<file path="config.mk">
export PLATFORM = sky130hd
export DESIGN_NAME = hilo_div_unit
export DESIGN_NICKNAME = d
export VERILOG_FILES = /design/src/rtl/hilo_div_unit.sv
export SDC_FILE = /design/constraint.sdc
export NUM_CORES = 1
export LEC_CHECK = 0
export BUFFER_PORTS_ARGS = -buffer_cell sky130_fd_sc_hd__buf_2
export CORE_AREA = 2 2 159 161
export CTS_BUF_LIST = sky130_fd_sc_hd__clkbuf_4 sky130_fd_sc_hd__clkbuf_8 sky130_fd_sc_hd__clkbuf_16
export DETAILED_ROUTE_END_ITERATION = 8
export DIE_AREA = 0 0 161 163
export GPL_TIMING_DRIVEN = 1
export PLACE_DENSITY = 0.83
export SETUP_SLACK_MARGIN = 0.05
export SLEW_MARGIN = 25
export SYNTH_ARGS = -nofsm -noshare
export SYNTH_HDL_FRONTEND = slang
export SYNTH_SLANG_ARGS = --single-unit
</file>
<file path="constraint.sdc">
create_clock -name clk -period 7.7 [get_ports clk]
set_input_delay 1.155 -clock clk [delete_from_list [all_inputs] [get_ports clk]]
set_output_delay 1.155 -clock clk [all_outputs]
set_load 0.05 [all_outputs]
</file>
<file path="src/rtl/hilo_div_unit.sv">
// HI/LO register file with a multi-cycle radix-2 restoring divider for DIV/DIVU.
// Optional macro HILO_BYPASS_EN adds a same-cycle writeback bypass on the hi/lo outputs.
//
// state | meaning
// IDLE  | no divide in flight; HI/LO only take writeback data
// BUSY  | one shift/subtract iteration per cycle, counter counting down
// FIX   | apply quotient/remainder signs and commit to LO/HI
// DIVZ  | divisor was zero; commit LO = all ones, HI = dividend
module hilo_div_unit #(
   parameter int DATA_WIDTH = 32,
   parameter int CNT_WIDTH  = 6
) (
   input  logic                  clk,
   input  logic                  rst,
   input  logic                  we_hi_WB,
   input  logic                  we_lo_WB,
   input  logic [DATA_WIDTH-1:0] hi_WB,
   input  logic [DATA_WIDTH-1:0] lo_WB,
   input  logic                  div_start,
   input  logic                  div_signed,
   input  logic [DATA_WIDTH-1:0] dividend,
   input  logic [DATA_WIDTH-1:0] divisor,
   input  logic                  div_cancel,
   output logic [DATA_WIDTH-1:0] hi,
   output logic [DATA_WIDTH-1:0] lo,
   output logic                  div_busy,
   output logic                  div_done,
   output logic                  stall_req
);

   typedef enum logic [1:0] {S_IDLE, S_BUSY, S_FIX, S_DIVZ} state_t;

   state_t                state_q;
   logic [DATA_WIDTH-1:0] hi_q, lo_q;
   logic [DATA_WIDTH-1:0] quo_q, rem_q, dvs_q;
   logic [CNT_WIDTH-1:0]  cnt_q;
   logic                  neg_quo_q, neg_rem_q;
   logic                  busy_q, done_q;

   logic                  dvd_neg, dvs_neg;
   logic [DATA_WIDTH-1:0] dvd_abs, dvs_abs;
   logic [DATA_WIDTH:0]   rem_shift, diff;
   logic [DATA_WIDTH-1:0] rem_d, quo_d;
   logic [DATA_WIDTH-1:0] quo_fix, rem_fix;

   always_comb begin
      dvd_neg   = div_signed & dividend[DATA_WIDTH-1];
      dvs_neg   = div_signed & divisor[DATA_WIDTH-1];
      dvd_abs   = dvd_neg ? (~dividend + 1'b1) : dividend;
      dvs_abs   = dvs_neg ? (~divisor + 1'b1) : divisor;
      // partial remainder never exceeds the divisor, so one extra bit holds the shift
      rem_shift = {rem_q, quo_q[DATA_WIDTH-1]};
      diff      = rem_shift - {1'b0, dvs_q};
      rem_d     = diff[DATA_WIDTH] ? rem_shift[DATA_WIDTH-1:0] : diff[DATA_WIDTH-1:0];
      quo_d     = {quo_q[DATA_WIDTH-2:0], ~diff[DATA_WIDTH]};
      quo_fix   = neg_quo_q ? (~quo_q + 1'b1) : quo_q;
      rem_fix   = neg_rem_q ? (~rem_q + 1'b1) : rem_q;
   end

   always_ff @(posedge clk or negedge rst) begin
      if (!rst) begin
         state_q   <= S_IDLE;
         hi_q      <= '0;
         lo_q      <= '0;
         quo_q     <= '0;
         rem_q     <= '0;
         dvs_q     <= '0;
         cnt_q     <= '0;
         neg_quo_q <= 1'b0;
         neg_rem_q <= 1'b0;
         busy_q    <= 1'b0;
         done_q    <= 1'b0;
      end else begin
         done_q <= 1'b0;
         if (we_hi_WB) hi_q <= hi_WB;
         if (we_lo_WB) lo_q <= lo_WB;
         // divider commits below override the writeback writes above
         case (state_q)
            S_IDLE: begin
               if (div_start && !div_cancel) begin
                  busy_q <= 1'b1;
                  if (divisor == '0) begin
                     quo_q   <= dividend;
                     state_q <= S_DIVZ;
                  end else begin
                     quo_q     <= dvd_abs;
                     rem_q     <= '0;
                     dvs_q     <= dvs_abs;
                     neg_quo_q <= dvd_neg ^ dvs_neg;
                     neg_rem_q <= dvd_neg;
                     cnt_q     <= CNT_WIDTH'(DATA_WIDTH);
                     state_q   <= S_BUSY;
                  end
               end
            end
            S_BUSY: begin
               if (div_cancel) begin
                  cnt_q   <= '0;
                  busy_q  <= 1'b0;
                  state_q <= S_IDLE;
               end else begin
                  quo_q <= quo_d;
                  rem_q <= rem_d;
                  cnt_q <= cnt_q - 1'b1;
                  if (cnt_q == CNT_WIDTH'(1)) state_q <= S_FIX;
               end
            end
            S_FIX: begin
               busy_q  <= 1'b0;
               state_q <= S_IDLE;
               if (!div_cancel) begin
                  lo_q   <= quo_fix;
                  hi_q   <= rem_fix;
                  done_q <= 1'b1;
               end
            end
            S_DIVZ: begin
               busy_q  <= 1'b0;
               state_q <= S_IDLE;
               if (!div_cancel) begin
                  lo_q   <= '1;
                  hi_q   <= quo_q;
                  done_q <= 1'b1;
               end
            end
            default: begin
               busy_q  <= 1'b0;
               state_q <= S_IDLE;
            end
         endcase
      end
   end

`ifdef HILO_BYPASS_EN
   assign hi = we_hi_WB ? hi_WB : hi_q;
   assign lo = we_lo_WB ? lo_WB : lo_q;
`else
   assign hi = hi_q;
   assign lo = lo_q;
`endif

   assign div_busy  = busy_q;
   assign div_done  = done_q;
   assign stall_req = busy_q | (div_start & ~div_cancel);

endmodule

</file>
Word-level counts from Yosys, hierarchy flattened
Index checks and enable logic that the tools add are counted.

storage, ports and cells
  register bits = 172
  input port bits = 135
  output and inout bits = 67
  logic and storage cells = 85

cells by class
  add/sub/neg operators = 6
  equal/unequal tests = 9
  multiplexer cells = 35
  bitwise gates (word level) = 12
  reductions and logical operators = 12

operators with widths
  operator                                                               count
  32-bit two-way mux                                                     17
  32-bit case mux with 2 select lines                                    4
  32-bit by 1-bit adder with 32-bit output, second input constant        4
  32-bit inverter                                                        4
  33-bit by 32-bit subtractor with 33-bit output                         1
  32-bit zero test                                                       1
  6-bit two-way mux                                                      3
  6-bit case mux with 2 select lines                                     1
  3-bit AND reduction                                                    3
  2-bit two-way mux                                                      4
  2-bit != test, second input constant                                   4
  6-bit by 1-bit equality test with 1-bit output, second input constant  1
  2-bit case mux with 3 select lines                                     1
  6-bit by 1-bit subtractor with 6-bit output, second input constant     1
  2-bit equality test, second input constant                             2
  1-bit two-way mux                                                      4
  2-bit AND reduction                                                    2
  4-bit AND reduction                                                    1
  1-bit bitwise AND                                                      3
  3-bit != test, second input constant                                   1
  1-bit inverter                                                         3
  1-bit case mux with 3 select lines                                     1
  2-bit by 1-bit equality test with 1-bit output, second input constant  1
  2-bit zero test                                                        1
  other kinds (6)                                                        6

Longest topological paths before layout
Gate-level depths: netlist of run 1.

  word-level depth = 6
  mapped depth = 15
  mapped depth without buffers = 13

Worst setup path after synthesis of run 1
OpenSTA, ideal clock, no wires.

  path kind = input-to-reg
  start point = in dividend[6]
  end point = reg quo_q[25]
  library setup time = 0.132 ns
  data arrival time = 3.874 ns
  required time = 7.568 ns
  slack = 3.694 ns
  stages = 10
  buffers on the path = 0
  cells stage by stage = or4_4 > or4_4 > or3_4 > or4_4 > or3_4 > o31ai_2 > xor2_1 > nor2_1 > a21oi_2 > o21ai_1

between the ends
  word-level cells in the longest chain between the ends = 6

ends and longest elaborated chain
  element                                   line  source
  start, declared                           21    input logic [DATA_WIDTH-1:0] dividend,
  32-bit inverter                           49    dvd_abs = dvd_neg ? (~dividend + 1'b1) : dividend;
  32-bit by 1-bit adder with 32-bit output  49
  32-bit two-way mux                        49
  32-bit two-way mux                        82    if (divisor == '0) begin
  32-bit two-way mux                        80    if (div_start && !div_cancel) begin
  32-bit case mux with 2 select lines       78    case (state_q)
  end signal, assigned                      83    quo_q <= dividend;
  end signal, assigned                      86    quo_q <= dvd_abs;
  end signal, assigned                      102   quo_q <= quo_d;
  end, declared                             35    logic [DATA_WIDTH-1:0] quo_q, rem_q, dvs_q;

Every way passes these cells. The select of a mux whose other input is x is not followed.
A chain may end at the register's enable or synchronous reset.

Final worst setup path of run 1
  start point = reg quo_q[31]
  end point = reg rem_q[27]

between the ends
  word-level cells in the longest chain between the ends = 4

ends and longest elaborated chain
  element                                         line  source
  33-bit by 32-bit subtractor with 33-bit output  53    diff = rem_shift - {1'b0, dvs_q};
  32-bit two-way mux                              54    rem_d = diff[DATA_WIDTH] ? rem_shift[DATA_WIDTH-1:0] : diff[DATA_WIDTH-1:0];
  32-bit two-way mux                              97    if (div_cancel) begin
  32-bit case mux with 2 select lines             78
  end signal, assigned                            103   rem_q <= rem_d;
  end, declared                                   35

Every way passes these cells. The select of a mux whose other input is x is not followed.

==> results of run 1 <==
[worst register-to-register path, cell delays in order (launching register included)]
cell and delay, ns:
dfrtp_1 0.39, inv_1 0.21, ha_1 0.24, fa_1 0.21, nand2b_1 0.16, a21oi_1 0.09, o21ai_0 0.22, nand4_1 0.20
a41oi_1 0.37, nor3_1 0.15, or2_2 0.35, o311ai_4 0.21, buf_4 0.50, nor4bb_1 0.45, o31ai_1 0.11
[synthesized netlist by cell type (4+ instances only)]
cell type / count / area share, %
a211oi_1: 32 / 2.0
a21o_1: 18 / 1.1
a21oi_1: 112 / 4.6
a22oi_1: 32 / 2.0
a31oi_1: 6 / 0.31
and2_1: 5 / 0.26
and3_1: 6 / 0.31
buf_1: 10 / 0.31
buf_2: 10 / 0.41
clkbuf_1: 67 / 2.1
dfrtp_1: 172 / 36
ha_1: 38 / 3.9
inv_1: 59 / 1.8
mux2i_1: 95 / 7.8
nand2_1: 141 / 4.4
nand2b_1: 17 / 0.88
nand3_1: 16 / 0.66
nand4_1: 7 / 0.36
nor2_1: 116 / 3.6
nor2b_1: 7 / 0.36
nor3_1: 21 / 0.87
nor4_1: 6 / 0.31
o211ai_1: 9 / 0.56
o21a_1: 4 / 0.25
o21ai_0: 110 / 4.5
o21ai_1: 21 / 0.87
o21bai_1: 4 / 0.25
o22ai_1: 5 / 0.26
o311ai_1: 4 / 0.29
o31ai_1: 29 / 1.8
o41ai_1: 14 / 1.0
or2_2: 5 / 0.26
or3_1: 13 / 0.67
or4_1: 18 / 1.1
or4_4: 5 / 0.46
xnor2_1: 44 / 3.2
xor2_1: 101 / 7.3
[where the power goes]
part           leakage [nW]  switching (mW)  internal, mW  total (mW)
Sequential             2.12           0.272          1.07        1.34
Clock                 0.303           0.423         0.471       0.894
Combinational          4.04           0.774         0.443        1.22
[cells in the final DEF (no fill, tap or decap), drive strengths merged, types with 7 or more instances in the layout]
master and count:
a22oi 32, and3 7, inv 67, nor2 116
nand2b 17, ha 38, dfrtp 172, nand4 7
nand2 141, o21ai 131, xnor2 44, or4 23
mux2i 95, nand3 16, a21o 18, o31ai 31
nor3 21, a21oi 114, o211ai 9, clkbuf 17
or3 15, buf 212, o41ai 16, nor2b 7
xor2 101, a211oi 32
[layer usage]
metal / part of all wire [%] / track usage, %
met1: 44 / 35.1
met2: 46 / 42.5
met3: 7.8 / 3.62
met4: 2.8 / 9.62
met5: 0 / 0
[final cells by class]
cell class,count,area [sq um]
Fill cell,2177,10700
Multi-Input combinational cell,1098,7290
Sequential cell,172,4310
Timing Repair Buffer,212,1120
Clock buffer,17,425
Tap cell,330,413
Inverter,59,221
Clock inverter,15,195
[per-stage QoR]
step	power [mW]	setup WS [ns]	hold slack (ns)	util [%]
after CTS	3.44	3.65	0.473	56.5
after floorplan	2.15	3.69	0.439	-
final	3.45	3.70	0.473	56.6
after global placement	2.50	3.16	0.456	53.9
after global routing	3.65	3.38	0.526	56.6
after detailed placement	2.54	3.18	0.456	54.0
[final timing paths]
path	to	from	cells after the start	slack, ns
min in group asynchronous	cnt_q[2]	rst	1	0.74
max in group asynchronous	rem_q[19]	rst	2	5.71
worst min register to register	dvs_q[31]	dvs_q[31]	2	0.47
worst max-delay path	rem_q[27]	quo_q[31]	14	3.70
worst min-delay path	dvs_q[31]	dvs_q[31]	2	0.47
worst max register to register	rem_q[27]	quo_q[31]	14	3.70
[flip-flops by register name (all words and copies together) (netlist names)]
name	count
dvs_q	32
hi	32
lo	32
quo_q	32
rem_q	32
cnt_q	6
state_q	2
div_busy	1
div_done	1
neg_quo_q	1
neg_rem_q	1
[logic make-up (layout without fill, tap and decap cells)]
| family | count (synthesis) | after routing |
|---|---|---|
| flops | 172 | 172 |
| fa+ha+maj | 39 | 39 |
| mux | 95 | 95 |
| buf+inv | 149 | 303 |
| xor+xnor | 145 | 145 |
| simple gates | 395 | 395 |
| compound gates | 424 | 424 |
==> results.md, run 1 <==
* Status: finished, final reports clean
* CP Buf/Inv Count at 2
* Vias at 11000
* Global-route wire length before repair at 54.5 mm
* Fraction of layout cells with a size suffix above 1 at about 17%
* Main combinational cell family by area after synthesis: compound AO/OA/AOI/OAI gates
* Die outline width at roughly 160 microns
* CP Launch Type: register
* WL/cell at around 18 microns
* Largest net degree at the start of global routing at about 90
* CTS H-Tree Depth at 4
* Ant. Diodes at 0
* XOR/XNOR Fraction of Synth Area at between 10% and 20%
* Yosys cell types at 60
* Post-route minimum period at 4.00 ns
* # DRC at 0
* Post_cts resized at 0
* Avg Inst Size Synth at 8.54 sq um
* Core area at around 25000 sq um
* Setup Skew at 0.0146 ns
* Max Clock Freq at around 250 MHz
* Layout area overhead at 15.2%
* Critical-path cell list: inv_1, ha_1, fa_1, nand2b_1, a21oi_1, o21ai_0, nand4_1, a41oi_1, nor3_1, or2_2, o311ai_4, buf_4, nor4bb_1, o31ai_1
* Hold crit path type: register to register
* TritonRoute pass-1 iters at 7
* Synthesized area at 12100 sq um
* Nets at around 1700
* CTS Buffer Depth at 2
* GRT overflow at 0
* I/O pin count at approximately 200
* Placed cell count at around 1900
* Mux share of post-synthesis cell area at 7.84%
* Number of routed nets with antenna violations at 0
* Post-Synth Adder-Cell Area at under 10%
* Final GP Congestion at ~0.94
* Vias in the first global route at just over 10000
* Setup TNS Final at 0 ns
* Asr flop ratio synth at 100%
* Total setup buffers inserted after CTS at 0
* Max Cap Violations at 0
* Final slew viol count at 0
* Clock sinks at ~170
* Highest-delay cell along the critical path: buf_4
* Yosys warnings at 0
* Initial antenna violation count at 0
* Worst slew pin tran at approximately 0.97 ns
* CP Class: register to register
* Mapped Cells at 1419
* Clock Pin Slew Worst Setup and Hold Paths at approximately 0.070 ns
* Hold-fix buffers, CTS at 0
* Die height at about 160 microns
* Post-detail-place hpwl at 26.1 mm
* Crit path max fanout at 38
* CP Data Required Time at 8.01 ns
* Simple-gate share of the synthesized area at around 15%
* Num CTS Buffers at 17
* Crit. End Element: register
* Compound-cell area share of the yosys netlist at 21.8%
* Rows at 58
* Setup-failing EPs final at 0
* Vias/cell at around 5.8
* Post-synth EDFFs at 0
* Mapped Nets at approximately 1600
* Fin area at between 10000 and 15000 sq um
* Critical path arrival at between 4 and 5 ns
* Clock Latency Late Sink at roughly 0.44 ns
* P_leak at roughly 6.5 nW
* CP max stage delay at about 0.5 ns
* Gr usage total at between 20 and 30%
* Critical path's top delay family: simple AND/OR/NAND/NOR gates
* Port Buf Inserts at approximately 200
* Power Dens Cells at between 200 and 250 nW/um^2
* Initial Util at around half
* Most used DFF post-synth: dfrtp_1
* Final hold violations at 0
* DR iter-0 viols at ~950
* Seq cells post-synth at roughly 170
* Final non-filler cell total at between 1500 and 2000
* Post-DP Area at ~13000 sq um
* Tcrit/Tclk final at 51.9%
* CTS tree: yes
* WL final at between 30 and 40 mm
* Worst VDD drop at between 200 and 250 uV
* Die footprint at around 26000 sq um
* Seq/Total Area, Yosys at between 30% and 40%
* Clock root buffer: clkbuf_16
* Unrepaired setup endpoints after global routing: false
* Worst slew margin at a little over a third
No activity file was read; power rests on OpenSTA's default activity.
==> run 2: changes to the inputs <==
- ABC_AREA: unset -> 1
- CORE_AREA: 2 2 159 161 -> 2 2 176 178
- DIE_AREA: 0 0 161 163 -> 0 0 178 180
- PLACE_DENSITY: 0.83 -> 0.84
- clock period: 7.7 -> 3.26 ns (I/O delays scaled with it)
==> run 2 against run 1 <==
Area after synthesis rose by 22%. Wire length rose by 53%. Count of clock-buffer cells in the layout rose by 1.
==> results.md, run 2 <==
* Seq/Total Area, Yosys at between 20 and 30%
* Most used DFF post-synth: dfrtp_1
* Crit. End Element: register
* Setup TNS Final at 0 ns
* Worst R2R Setup Slack at just under 0.5 ns
* Vias/cell at around 5.5
* P_leak at around 9.2 nW
* Count leader, synth: nand2_1
* Most common cell after layout, fill and taps aside: nand2_1
* CTS tree: yes
* Gr usage total at a little under a third
* Final hold violations at 0
* WL final at a little over 50 mm
* GR Util met1 at 46.6%
* Max Clock Freq at approximately 360 MHz
* Fin worst setup slack at 0.486 ns
* CTS Buffer Depth at 2
* Synthesized area at between 10000 and 15000 sq um
* DR iter-0 viols at slightly above 2000
* Commonest cells in the netlist: nand2_1, inv_1, nand3_1
* Seq cells post-synth at 172
* Worst slew margin at 38.0%
* CP Launch Type: register
* Initial antenna violation count at 0
* CP Data Required Time at around 3.6 ns
* WL/cell at 17.4 microns
* Layout area overhead at 12.4%
* Final GP Congestion at 0.998
* Hold crit path type: input port to async pin
* Largest net degree at the start of global routing at 63
* Critical path launch point: quo_q[31]
* Initial Util at approximately half
* Setup WS pre-CTS at approximately 0.3 ns
* Max Cap Violations at 0
* Port Buf Inserts at ~200
* Post-synth EDFFs at 0
* Clock Pin Slew Worst Setup and Hold Paths at 0.08 ns
* Worst slew pin tran at about 0.93 ns
* Die footprint at between 30000 and 40000 sq um
* # DRC at 0
* Final slew viol count at 0
* Number of routed nets with antenna violations at 0
* Power Dens Cells at ~800 nW/um^2
* Post-route minimum period at between 2 and 3 ns
* Hold-fix buffers, CTS at 0
* Avg Inst Size Synth at 6.18 sq um
* Clock Latency Late Sink at 0.45 ns
* Yosys cell types at 53
* Most frequent cells in the layout: nand2_1, inv_1, nand3_1
* Global-route wire length before repair at roughly 80 mm
* Yosys top cell by area: dfrtp_1
* Nets at 2734
* Worst VDD drop at between 400 and 500 uV
* Setup Skew at 0.0149 ns
* Setup-failing EPs final at 0
* Post_cts resized at 0
* Reg2reg start: quo_q[31]
* Grt met3 use at 4.34%
* Critical path arrival at roughly 3.1 ns
* Core Util, Final at a little under three fifths
* Fillcell total at about 3000
* Reg2Reg Capture Point: rem_q[14]
* CTS H-Tree Depth at 4
* Num CTS Buffers at 17
* Post-detail-place hpwl at 41.4 mm
* Status: finished, final reports clean
* Core area at 30200 sq um
* I/O pin count at 202
* Yosys warnings at 0
* Rows at 64
* TritonRoute pass-1 iters at 5
* Critical-path cell list: inv_1, ha_1, fa_1, inv_1, nand2_1, nand2_1, nand3_1, nand2_2, nand2_2, nand2_4, nand2_4, nand2_4, nand2_4, nand2_8, nand2_1, nand3_1, nand2_1
* Vias in the first global route at around 15000
* R2R depth at 17
* CP max stage delay at about 0.41 ns
* Mapped Nets at 2577
* Grt peak-use layer: met2
* Yosys top cell area share at ~29%
* Asr flop ratio synth at 100%
* Unrepaired setup endpoints after global routing: false
* Highest-delay cell along the critical path: fa_1
* GRT overflow at 0
* Ant. Diodes at 0
* Mapped Cells at 2403
* Worst setup path endpoint: rem_q[14]
* CP Class: register to register
* Clock root buffer: clkbuf_16
* Clock sinks at 172
* Area taken by multi-input logic gates at about 9000 sq um
* Met2 Track Usage GR at 47.6%
* Tcrit/Tclk final at a little under nine tenths
* Total setup buffers inserted after CTS at 0
* Reg area at around 4300 sq um
* Crit path max fanout at 28
* Fraction of layout cells with a size suffix above 1 at roughly an eighth
* Vias at 16400
* Die height at roughly 180 microns
* WHS at around 0.00094 ns
* Die outline width at around 180 microns
* Synth top area cells: dfrtp_1, nand2_1, inv_1
==> run 2: changes by cell type in the layout (fill, tap and decap cells not counted), moves of 26 or more <==
cell / before / now
a211oi_1: 32 / 0
nor2_1: 114 / 211
nand3_1: 16 / 222
xnor2_1: 44 / 16
inv_1: 59 / 299
xor2_1: 101 / 52
mux2i_1: 95 / 16
nand2_2: 1 / 27
nand4_1: 7 / 33
nand2_1: 139 / 811
a22oi_1: 32 / 5
==> run 2: cells by family (layout without fill, tap and decap cells) <==
| logic type | Yosys count | after routing | share of synthesized area, % |
|---|---|---|---|
| flops | 172 | 172 | 29.0 |
| buf+inv | 394 | 564 | 10.7 |
| compound gates | 326 | 326 | 12.1 |
| mux | 16 | 16 | 1.08 |
| xor+xnor | 68 | 68 | 4.01 |
| simple gates | 1388 | 1388 | 39.7 |
| fa+ha+maj | 39 | 39 | 3.34 |
==> run 2: critical path, delay by kind of cell (launching register included) <==
family                     cells  cell delay (ns)
buffers and inverters          2             0.24
DFF                            1             0.40
adders and majority gates      2             0.67
and+or+nand+nor               13             1.35
==> run 2: worst min-delay path by stage <==
| stage | start | to | slack (ns) | cells past startpoint |
|---|---|---|---|---|
| finish | rst | lo[27] | 0.0009 | 1 |
| global placement | dvs_q[7] | dvs_q[7] | 0.47 | 2 |
| CTS | rst | lo[27] | 0.05 | 1 |
| floorplan | rst | cnt_q[0] | 0.19 | 0 |
| detailed placement | dvs_q[24] | dvs_q[24] | 0.48 | 2 |
| global route | rst | lo[27] | 0.05 | 1 |
==> run 2: final cells by class <==
class                           count  share of cell area (%)
Clock inverter                     14                   0.758
Clock buffer                       18                    2.63
Timing Repair Buffer              219                    7.10
Multi-Input combinational cell   1837                    53.7
Sequential cell                   172                    25.8
Tap cell                          396                    2.97
Inverter                          313                    7.04
==> run 2: through the flow <==
step,power [mW],instance area (sq um),instances
floorplan,8.83,14800,2403
global placement,11.0,16100,2936
detailed placement,11.2,16100,2936
CTS,13.2,16700,2968
global route,14.2,16700,2969
finish,13.4,16700,2969
==> run 2: power breakdown <==
group / switching, mW / internal (mW)
sequential: 0.780 / 2.92
clock: 0.978 / 1.03
combinational: 5.59 / 2.06
==> run 2: layer usage <==
metal / up-vias / wire [microns]
met1: 7489 / 23000
met5: - / 0
li1: 7980 / -
met4: 0 / 1880
met3: 83 / 4750
met2: 863 / 22100
==> run 3: changes to the inputs <==
- RECOVER_POWER: unset -> 25
==> run 3 against run 2 <==
The run now ends with max-capacitance violations, max-slew violations left. Critical path depth is the same. Critical path type unchanged. Total power barely moved. Clock power about the same.
==> results.md, run 3 (synthesis results as in run 2) <==
* Initial antenna violation count at 0
* Tcrit/Tclk final at between 80% and 90%
* Worst slew margin at -9.39%
* Failing checks: max-capacitance violations, max-slew violations
* Nets at around 2700
* Clk network pwr share at between 15 and 20%
* Die outline width at 178 microns
* Final slew viol count at 63
* CTS tree: yes
* Crit. End Element: register
* Final hold violations at 0
* CP Data Required Time at about 3.6 ns
* Power share of the combinational group at 57.3%
* Critical path's top delay family: simple AND/OR/NAND/NOR gates
* Sw Ratio at between 50 and 60%
* Hold-fix buffers, CTS at 0
* Vias/cell at about 5.5
* Ant. Diodes at 0
* WL final at a little over 50 mm
* Fin area at 16600 sq um
* Largest net degree at the start of global routing at 63
* Reg area at between 4000 and 5000 sq um
* Fraction of layout cells with a size suffix above 1 at around an eighth
* Clock sinks at 172
* I/O pin count at about 200
* Worst slew pin tran at around 1.6 ns
* Final non-filler cell total at about 3000
* CP Buf/Inv Count at 2
* Vias at between 15000 and 20000
* Clock root buffer: clkbuf_16
* Setup WS pre-CTS at a little under 0.3 ns
* CP Class: register to register
* Area taken by multi-input logic gates at 8950 sq um
* Highest-delay cell along the critical path: dfrtp_1
* Critical-path cell list: inv_1, ha_1, fa_1, inv_1, nand2_1, nand2_1, nand3_1, nand2_2, nand2_2, nand2_4, nand2_4, nand2_4, nand2_4, nand2_8, nand2_1, nand3_1, nand2_1
* Power Dens Cells at around 800 nW/um^2
* Die height at between 150 and 200 microns
* Global-route wire length before repair at about 80 mm
* Hold crit path type: input port to register
* P_int at ~6.0 mW
* Core area at 30200 sq um
* Setup Skew at roughly 0.016 ns
* Grt met3 use at about 4.3%
* GRT overflow at 0
* NetSw at 7.34 mW
* # DRC at 0
* Initial Util at about 49%
* CTS Buffer Depth at 2
* Placed cell count at between 2000 and 3000
* CTS H-Tree Depth at 4
* Rows at 64
* Share of power burned in registers at ~28%
* Max Cap Violations at 1
* Max Clock Freq at around 360 MHz
* Most frequent cells in the layout: nand2_1, inv_1, nand3_1
* Unrepaired setup endpoints after global routing: false
* Post-DP Area at between 15000 and 20000 sq um
* CP max stage delay at 0.41 ns
* Critical path arrival at slightly above 3 ns
* TritonRoute pass-1 iters at 5
* Num CTS Buffers at 17
* GR Util met1 at a little under half
* Post_cts resized at 0
* DR iter-0 viols at 2081
* Fin worst setup slack at 0.478 ns
* Clock Latency Late Sink at around 0.45 ns
* Final GP Congestion at 0.998
* Crit path max fanout at 28
* Layout area overhead at 12.1%
* Post-detail-place hpwl at between 40 and 50 mm
* Clock Pin Slew Worst Setup and Hold Paths at approximately 0.080 ns
* Status: complete, but fails checks
* WL/cell at 17.4 microns
* Number of routed nets with antenna violations at 0
* Core Util, Final at a little under three fifths
* Met2 Track Usage GR at a little under half
* Grt peak-use layer: met2
* Post-route minimum period at about 2.8 ns
* Fillcell total at around 3100
* P_leak at a little over 9 nW
* WHS at 0.345 ns
* Total power at roughly 13 mW
* Setup TNS Final at 0 ns
* Most common cell after layout, fill and taps aside: nand2_1
* Vias in the first global route at roughly 15000
* Port Buf Inserts at approximately 200
* Total setup buffers inserted after CTS at 0
* Gr usage total at about a third
* Setup-failing EPs final at 0
* CP Launch Type: register
* Worst VDD drop at about 480 uV
* Die footprint at approximately 32000 sq um
-- run 3: area by class of cell --
class / instances / share of cell area, %
clock inverter: 14 / 0.759
multi-input combinational: 1837 / 53.8
clock buffer: 18 / 2.64
tap: 396 / 2.98
sequential: 172 / 25.9
timing repair buffer: 219 / 6.90
inverter: 313 / 7.06
-- run 3: worst paths after layout --
path | startpoint | to | slack [ns] | cells past startpoint
max reg2reg | quo_q[31] | rem_q[31] | 0.48 | 17
min reg2reg | dvs_q[16] | dvs_q[16] | 0.50 | 2
max in group asynchronous | rst | rem_q[13] | 0.65 | 2
min in group asynchronous | rst | lo[27] | 0.41 | 1
max | quo_q[31] | rem_q[31] | 0.48 | 17
min | lo_WB[7] | lo[7] | 0.34 | 3
-- run 3: layer usage --
metal  routed length [microns]  vias up
met1                     22900     7579
li1                          -     7995
met4                      1840        0
met3                      4760       83
met2                     22200      820
met5                         0        -
-- run 3: worst min-delay path, cell delays in order --
cell and delay (ns):
buf_2 0.08, a21oi_1 0.05, a21oi_1 0.13
-- run 3: power groups by stage --
| stage | sequential, mW | clock (mW) | combinational, mW |
|---|---|---|---|
| after floorplan | 4.57 | 0 | 4.26 |
| after global placement | 3.67 | 0 | 7.37 |
| after detailed placement | 3.69 | 0 | 7.47 |
| after CTS | 3.65 | 2.01 | 7.51 |
| after global routing | 3.76 | 2.11 | 8.33 |
| final | 3.69 | 2.01 | 7.64 |
